**config.mk**
```make
export PLATFORM = sky130hd
export DESIGN_NAME = dr_alm_mult_arbiter
export DESIGN_NICKNAME = d
export VERILOG_FILES = /design/src/rtl/dr_alm_mult_arbiter.sv
export SDC_FILE = /design/constraint.sdc
export NUM_CORES = 1
export LEC_CHECK = 0
export CAP_MARGIN = 20
export CORE_MARGIN = 1.5
export CORE_UTILIZATION = 58
export DETAILED_ROUTE_END_ITERATION = 8
export DONT_BUFFER_PORTS = 1
export GPL_ROUTABILITY_DRIVEN = 0
export PLACE_DENSITY = 0.84
export SYNTH_ARGS = -nofsm -noshare
export SYNTH_HDL_FRONTEND = slang
export SYNTH_SLANG_ARGS = --single-unit
```
**constraint.sdc**
```tcl
create_clock -name clk -period 6.1 [get_ports clk]
set_clock_uncertainty 0.15 [all_clocks]
set_input_delay 1.22 -clock clk [delete_from_list [all_inputs] [get_ports clk]]
set_output_delay 1.22 -clock clk [all_outputs]
set_load 0.03 [all_outputs]
```
**src/rtl/dr_alm_mult_arbiter.sv**
```systemverilog
// Round-robin arbiter sharing one DR-ALM multiplier among N_REQ requesters.
// Two-stage pipeline (operand reg -> product reg) with valid/ready response and full backpressure.
//
// LC operand layout: {k[LC_W-MULT_DW-2:0], f[MULT_DW:0]}, i.e. characteristic over truncated fraction.
// DR-ALM: s = fa + fb + 1 (LSB compensation); e = ka + kb + carry(s);
//         product = ({1, s mod 2^(MULT_DW+1)} * 2^e) >> (MULT_DW+1), truncated to A_BW+B_BW bits.
module dr_alm_mult_arbiter #(
   parameter int A_BW    = 32,
   parameter int B_BW    = 32,
   parameter int MULT_DW = 5,
   parameter int N_REQ   = 4,
   localparam int MAX_BW = (A_BW > B_BW) ? A_BW : B_BW,
   localparam int LC_W   = $clog2(MAX_BW) + MULT_DW + 2,
   localparam int ID_W   = $clog2(N_REQ),
   localparam int P_W    = A_BW + B_BW
) (
   input  logic                    clk,
   input  logic                    rst,
   input  logic [N_REQ-1:0]        req_valid,
   output logic [N_REQ-1:0]        req_ready,
   input  logic [N_REQ*LC_W-1:0]   req_op_a,
   input  logic [N_REQ*LC_W-1:0]   req_op_b,
   input  logic [N_REQ-1:0]        req_zero,
   output logic                    rsp_valid,
   input  logic                    rsp_ready,
   output logic [ID_W-1:0]         rsp_id,
   output logic [P_W-1:0]          rsp_product,
   output logic                    busy
);

   localparam int T_W   = MULT_DW + 1;
   localparam int K_W   = LC_W - T_W;
   localparam int E_W   = K_W + 1;
   localparam int ID_W1 = ID_W + 1;

   logic [LC_W-1:0] op_a_q, op_a_d, op_b_q, op_b_d;
   logic            zero_q, zero_d;
   logic [ID_W-1:0] id_q, id_d;
   logic            s1_valid_q, s1_valid_d;
   logic [P_W-1:0]  prod_q, prod_d;
   logic [ID_W-1:0] rsp_id_q, rsp_id_d;
   logic            s2_valid_q, s2_valid_d;
   logic [ID_W-1:0] rr_ptr_q, rr_ptr_d;

   logic            advance2, s1_free, accept, found;
   logic [N_REQ-1:0] grant;
   logic [ID_W-1:0] gnt_id, cand;
   logic [ID_W1-1:0] cand_sum;

   logic [K_W-1:0]  k_a, k_b;
   logic [T_W-1:0]  f_a, f_b;
   logic [T_W:0]    f_sum;
   logic [E_W-1:0]  exp_v;
   logic [P_W-1:0]  mant_ext, prod_raw;

   assign advance2 = s1_valid_q & (~s2_valid_q | rsp_ready);
   assign s1_free  = ~s1_valid_q | advance2;

   // Search upward from rr_ptr with wrap; sum is one bit wider so non-power-of-two N_REQ wraps correctly.
   always_comb begin
      grant    = '0;
      gnt_id   = '0;
      found    = 1'b0;
      cand_sum = '0;
      cand     = '0;
      for (int j = 0; j < N_REQ; j++) begin
         cand_sum = {1'b0, rr_ptr_q} + ID_W1'(j);
         if (cand_sum >= ID_W1'(N_REQ)) cand_sum = cand_sum - ID_W1'(N_REQ);
         cand = cand_sum[ID_W-1:0];
         if (!found && req_valid[cand]) begin
            found       = 1'b1;
            grant[cand] = 1'b1;
            gnt_id      = cand;
         end
      end
   end

   assign req_ready = (s1_free & ~rst) ? grant : '0;
   assign accept    = |req_ready;

   assign k_a      = op_a_q[LC_W-1 -: K_W];
   assign k_b      = op_b_q[LC_W-1 -: K_W];
   assign f_a      = op_a_q[T_W-1:0];
   assign f_b      = op_b_q[T_W-1:0];
   assign f_sum    = {1'b0, f_a} + {1'b0, f_b} + {{T_W{1'b0}}, 1'b1};
   assign exp_v    = {1'b0, k_a} + {1'b0, k_b} + {{K_W{1'b0}}, f_sum[T_W]};
   assign mant_ext = {{(P_W-T_W-1){1'b0}}, 1'b1, f_sum[T_W-1:0]};

   always_comb begin
      if (exp_v >= E_W'(T_W)) prod_raw = mant_ext << (exp_v - E_W'(T_W));
      else                    prod_raw = mant_ext >> (E_W'(T_W) - exp_v);
   end

   always_comb begin
      op_a_d     = op_a_q;
      op_b_d     = op_b_q;
      zero_d     = zero_q;
      id_d       = id_q;
      prod_d     = prod_q;
      rsp_id_d   = rsp_id_q;
      s1_valid_d = s1_valid_q;
      s2_valid_d = s2_valid_q;
      rr_ptr_d   = rr_ptr_q;
      if (advance2) begin
         prod_d     = zero_q ? '0 : prod_raw;
         rsp_id_d   = id_q;
         s2_valid_d = 1'b1;
         s1_valid_d = 1'b0;
      end else if (s2_valid_q && rsp_ready) begin
         s2_valid_d = 1'b0;
      end
      if (accept) begin
         op_a_d     = req_op_a[gnt_id*LC_W +: LC_W];
         op_b_d     = req_op_b[gnt_id*LC_W +: LC_W];
         zero_d     = req_zero[gnt_id];
         id_d       = gnt_id;
         s1_valid_d = 1'b1;
         rr_ptr_d   = (gnt_id == ID_W'(N_REQ-1)) ? '0 : gnt_id + 1'b1;
      end
   end

   always_ff @(posedge clk) begin
      if (rst) begin
         s1_valid_q <= 1'b0;
         s2_valid_q <= 1'b0;
         rr_ptr_q   <= '0;
      end else begin
         s1_valid_q <= s1_valid_d;
         s2_valid_q <= s2_valid_d;
         rr_ptr_q   <= rr_ptr_d;
      end
   end

   // Payload registers carry no reset; their valid bits gate every use.
   always_ff @(posedge clk) begin
      op_a_q   <= op_a_d;
      op_b_q   <= op_b_d;
      zero_q   <= zero_d;
      id_q     <= id_d;
      prod_q   <= prod_d;
      rsp_id_q <= rsp_id_d;
   end

   assign rsp_valid   = s2_valid_q & ~rst;
   assign rsp_id      = rsp_id_q;
   assign rsp_product = prod_q;
   assign busy        = s1_valid_q | s2_valid_q;

endmodule

```
==> results.py <==
metrics = {
    "run_status": {
        "status": "completed",
    },
    "detailed_routing": {
        "wirelength_um": 15200,
        "detail_route.first_pass.iterations": 5,
        "drc": 0,
        "wl_per_cell_um": 20.51,
        "detail_route.vias_per_cell": 6.551,
        "detailroute.via_count": 4854,
        "detail-route-antenna-nets": 0,
        "drt_first_iter_violations": 399,
    },
    "timing": {
        "max_freq_mhz": 176.4,
        "fin_crit_sh_pct": 92.94,
        "final.min_clock_period_ns": 5.669,
        "timing.final.max_slew_violations": 0,
        "hold_viol": 0,
        "worst_pin_slew_ns": 0.9955,
        "setup_viol_count_final": 0,
        "sum_of_negative_setup_slack_ns": 0,
        "slew-limit-headroom_pct": 33.56,
        "setup_repair_after_global_routing_missed_its_margin": "false",
    },
    "setup_path": {
        "critical_path_required_ns": 6.05,
        "crit_path_max_fanout": 22,
        "r2r_start": "op_a_q[0]$_DFFE_PP_",
        "startpoint_type": "flop",
        "critPathArrivalTime_ns": 5.62,
        "reg2reg_to": "rsp_product[61]$_SDFFCE_PP0P_",
        "kind_of_end_point_of_the_critical_path": "flop",
        "crit_path_end": "rsp_product[61]$_SDFFCE_PP0P_",
        "setup.worst_path.start": "op_a_q[0]$_DFFE_PP_",
        "timing.setup.critical_path_class": "flop to flop",
        "worst-r2r-cell-count": 16,
        "regToRegSetupSlack_ns": 0.43,
    },
    "floorplanning": {
        "design.die.area_um2": 11750,
        "chipWidth_um": 108.4,
        "start_util_pct": 59.42,
        "ioPinCount": 179,
        "row_count": 38,
        "core_area_um2": 10840,
        "die_h_um": 108.4,
    },
    "synth": {
        "cell_with_the_most_instances_after_synthesis": "sky130_fd_sc_hd__edfxtp_1",
        "netlist_area_um2": 6441,
        "ys.warnings.count": 0,
        "syn_area_per_cell_um2": 10.59,
        "synthArstFlopShare_pct": 0,
        "dominantRegCellSynth": "sky130_fd_sc_hd__edfxtp_1",
        "post_synth_num_cell_types": 72,
        "yosys_register_bits": 97,
        "netlist.top_cell.by_area": "sky130_fd_sc_hd__edfxtp_1",
        "synth_top_cell_area_share_pct": 43.36,
        "postSynthCellCount": 608,
        "synth-edff-count": 93,
        "synth_seq_area_share_pct": 44.60,
        "synthesis.nets": 742,
        "top_cells_by_count_synth": "sky130_fd_sc_hd__edfxtp_1, sky130_fd_sc_hd__nor2_1, sky130_fd_sc_hd__mux2i_1, sky130_fd_sc_hd__nand2_1, sky130_fd_sc_hd__a21oi_1",
        "synth.area.top_cells": "sky130_fd_sc_hd__edfxtp_1, sky130_fd_sc_hd__mux2i_1, sky130_fd_sc_hd__nor2_1",
    },
    "run": {
        "cap_violations": 0,
    },
    "clock_tree": {
        "clock-root-buffer": "sky130_fd_sc_hd__clkbuf_8",
        "cts-root-to-sink-buffers": 2,
        "cts_hold_buffers": 0,
        "cts_inserted_buffers": 9,
        "h-tree-depth": 3,
        "tritoncts": "yes",
        "clock_transition_at_the_registers_of_the_reported_paths_ns": 0.10,
        "clk_latency_ns": 0.37,
        "sinks_on_the_clock_net": 97,
        "cts_setup_buffers": 0,
        "cts_resized": 0,
    },
    "place": {
        "detailedPlacementHpwl_um": 11600,
        "count_of_buffers_from_port_buffering": 0,
    },
    "grt": {
        "gr-usage-all-layers_pct": 25.83,
        "grt_overflow": 0,
        "antenna_violations_before_repair": 0,
        "vias_in_the_first_global_route": 4552,
        "grt_pass1_wl_um": 23200,
        "grt_max_degree": 67,
    },
    "layout": {
        "layout-drive-gt1-share_pct": 8.153,
        "nets": 731,
        "antennaDiodeCount": 0,
        "layout-area-overhead-vs-synth_pct": 4.584,
    },
    "worst_hold_path": {
        "hold_start": "id_q[1]$_DFFE_PP_",
        "worst_hold_path_type": "flop to flop",
    },
}
how the worst min path moves through the flow:
stage,cells after the start,end,slack [ns]
floorplan,0,rsp_id[0]$_DFFE_PP_,0.25
global placement,0,rsp_id[0]$_DFFE_PP_,0.26
detailed placement,0,rsp_id[1]$_DFFE_PP_,0.26
CTS,0,rsp_id[1]$_DFFE_PP_,0.28
global route,0,rsp_id[1]$_DFFE_PP_,0.29
finish,0,rsp_id[1]$_DFFE_PP_,0.29
cell type report:
type,count,area [um2]
clock buffer,9,123.9
clock inverter,6,66.31
fill,901,4104
inverter,24,90.09
multi-input combinational,462,3386
sequential,97,2873
tap,140,175.2
timing repair buffer,3,22.52
cells in the final DEF (no fill, tap or decap), types with 7 or more instances in the layout:
cell type                   instances
sky130_fd_sc_hd__a21oi_1           34
sky130_fd_sc_hd__a32oi_1            7
sky130_fd_sc_hd__clkbuf_8           9
sky130_fd_sc_hd__edfxtp_1          93
sky130_fd_sc_hd__ha_1              24
sky130_fd_sc_hd__inv_1             24
sky130_fd_sc_hd__mux2i_1           84
sky130_fd_sc_hd__nand2_1           36
sky130_fd_sc_hd__nand2b_1          12
sky130_fd_sc_hd__nor2_1            88
sky130_fd_sc_hd__nor3_1            13
sky130_fd_sc_hd__o211ai_1           9
sky130_fd_sc_hd__o21ai_0           17
sky130_fd_sc_hd__o2bb2ai_1          8
sky130_fd_sc_hd__xnor2_1            7
metal layers:
| metal | part of all wire [%] | vias to the layer above | global-route usage (%) |
|---|---|---|---|
| met4 | 2.8 | 0 | 9.023 |
| met3 | 8.1 | 40 | 5.546 |
| li1 | - | 2253 | - |
| met5 | 0 | - | 0 |
| met2 | 49 | 288 | 44.21 |
| met1 | 40 | 2273 | 32.33 |
per-stage QoR:
step           worst slack (ns)  hold WS, ns  cell area [um2]  util [%]  std cells
2_1_floorplan             1.129       0.2503             6441         -        608
3_3_place_gp             0.7929       0.2551             6546     60.39        726
3_5_place_dp             0.5587       0.2552             6546     60.39        726
4_1_cts                  0.5235       0.2760             6736     62.14        741
5_1_grt                 0.07031       0.2882             6736     62.14        741
6_report                 0.4309       0.2853             6736     62.14        741
logic make-up after synthesis:
| family | after synthesis | share of synthesized area, % |
|---|---|---|
| muxes | 94 | 15.09 |
| and+or+nand+nor | 193 | 14.01 |
| AOI/OAI and AO/OA | 137 | 15.42 |
| DFF | 97 | 44.60 |
| xor gates and xnor gates | 11 | 1.845 |
| buffers and inverters | 49 | 3.438 |
| adders and majority gates | 27 | 5.594 |
state kept, by name (all words and copies together) (netlist names):
| name | cells |
|---|---|
| id_q | 2 |
| s1_valid_q | 1 |
| zero_q | 1 |
| rsp_id | 2 |
| rr_ptr_q | 2 |
| s2_valid_q | 1 |
| op_a_q | 12 |
| op_b_q | 12 |
| rsp_product | 64 |
worst max-delay path: stages, from the launching register on:
cell and delay, ns:
sky130_fd_sc_hd__edfxtp_1 0.33, sky130_fd_sc_hd__inv_1 0.04, sky130_fd_sc_hd__ha_1 0.23, sky130_fd_sc_hd__fa_1 0.41, sky130_fd_sc_hd__nand2b_1 0.16, sky130_fd_sc_hd__a21oi_1 0.26, sky130_fd_sc_hd__a21o_1 0.17, sky130_fd_sc_hd__a21oi_1 0.07
sky130_fd_sc_hd__fa_1 0.41, sky130_fd_sc_hd__fa_1 0.92, sky130_fd_sc_hd__inv_1 0.40, sky130_fd_sc_hd__ha_1 0.79, sky130_fd_sc_hd__inv_1 0.24, sky130_fd_sc_hd__a21oi_1 0.23, sky130_fd_sc_hd__nor3_1 0.06, sky130_fd_sc_hd__o21ai_0 0.43
sky130_fd_sc_hd__nor2_1 0.10
Power is not shown: default switching activity piles up to over one toggle a cycle in this logic, so the estimate is an artifact.
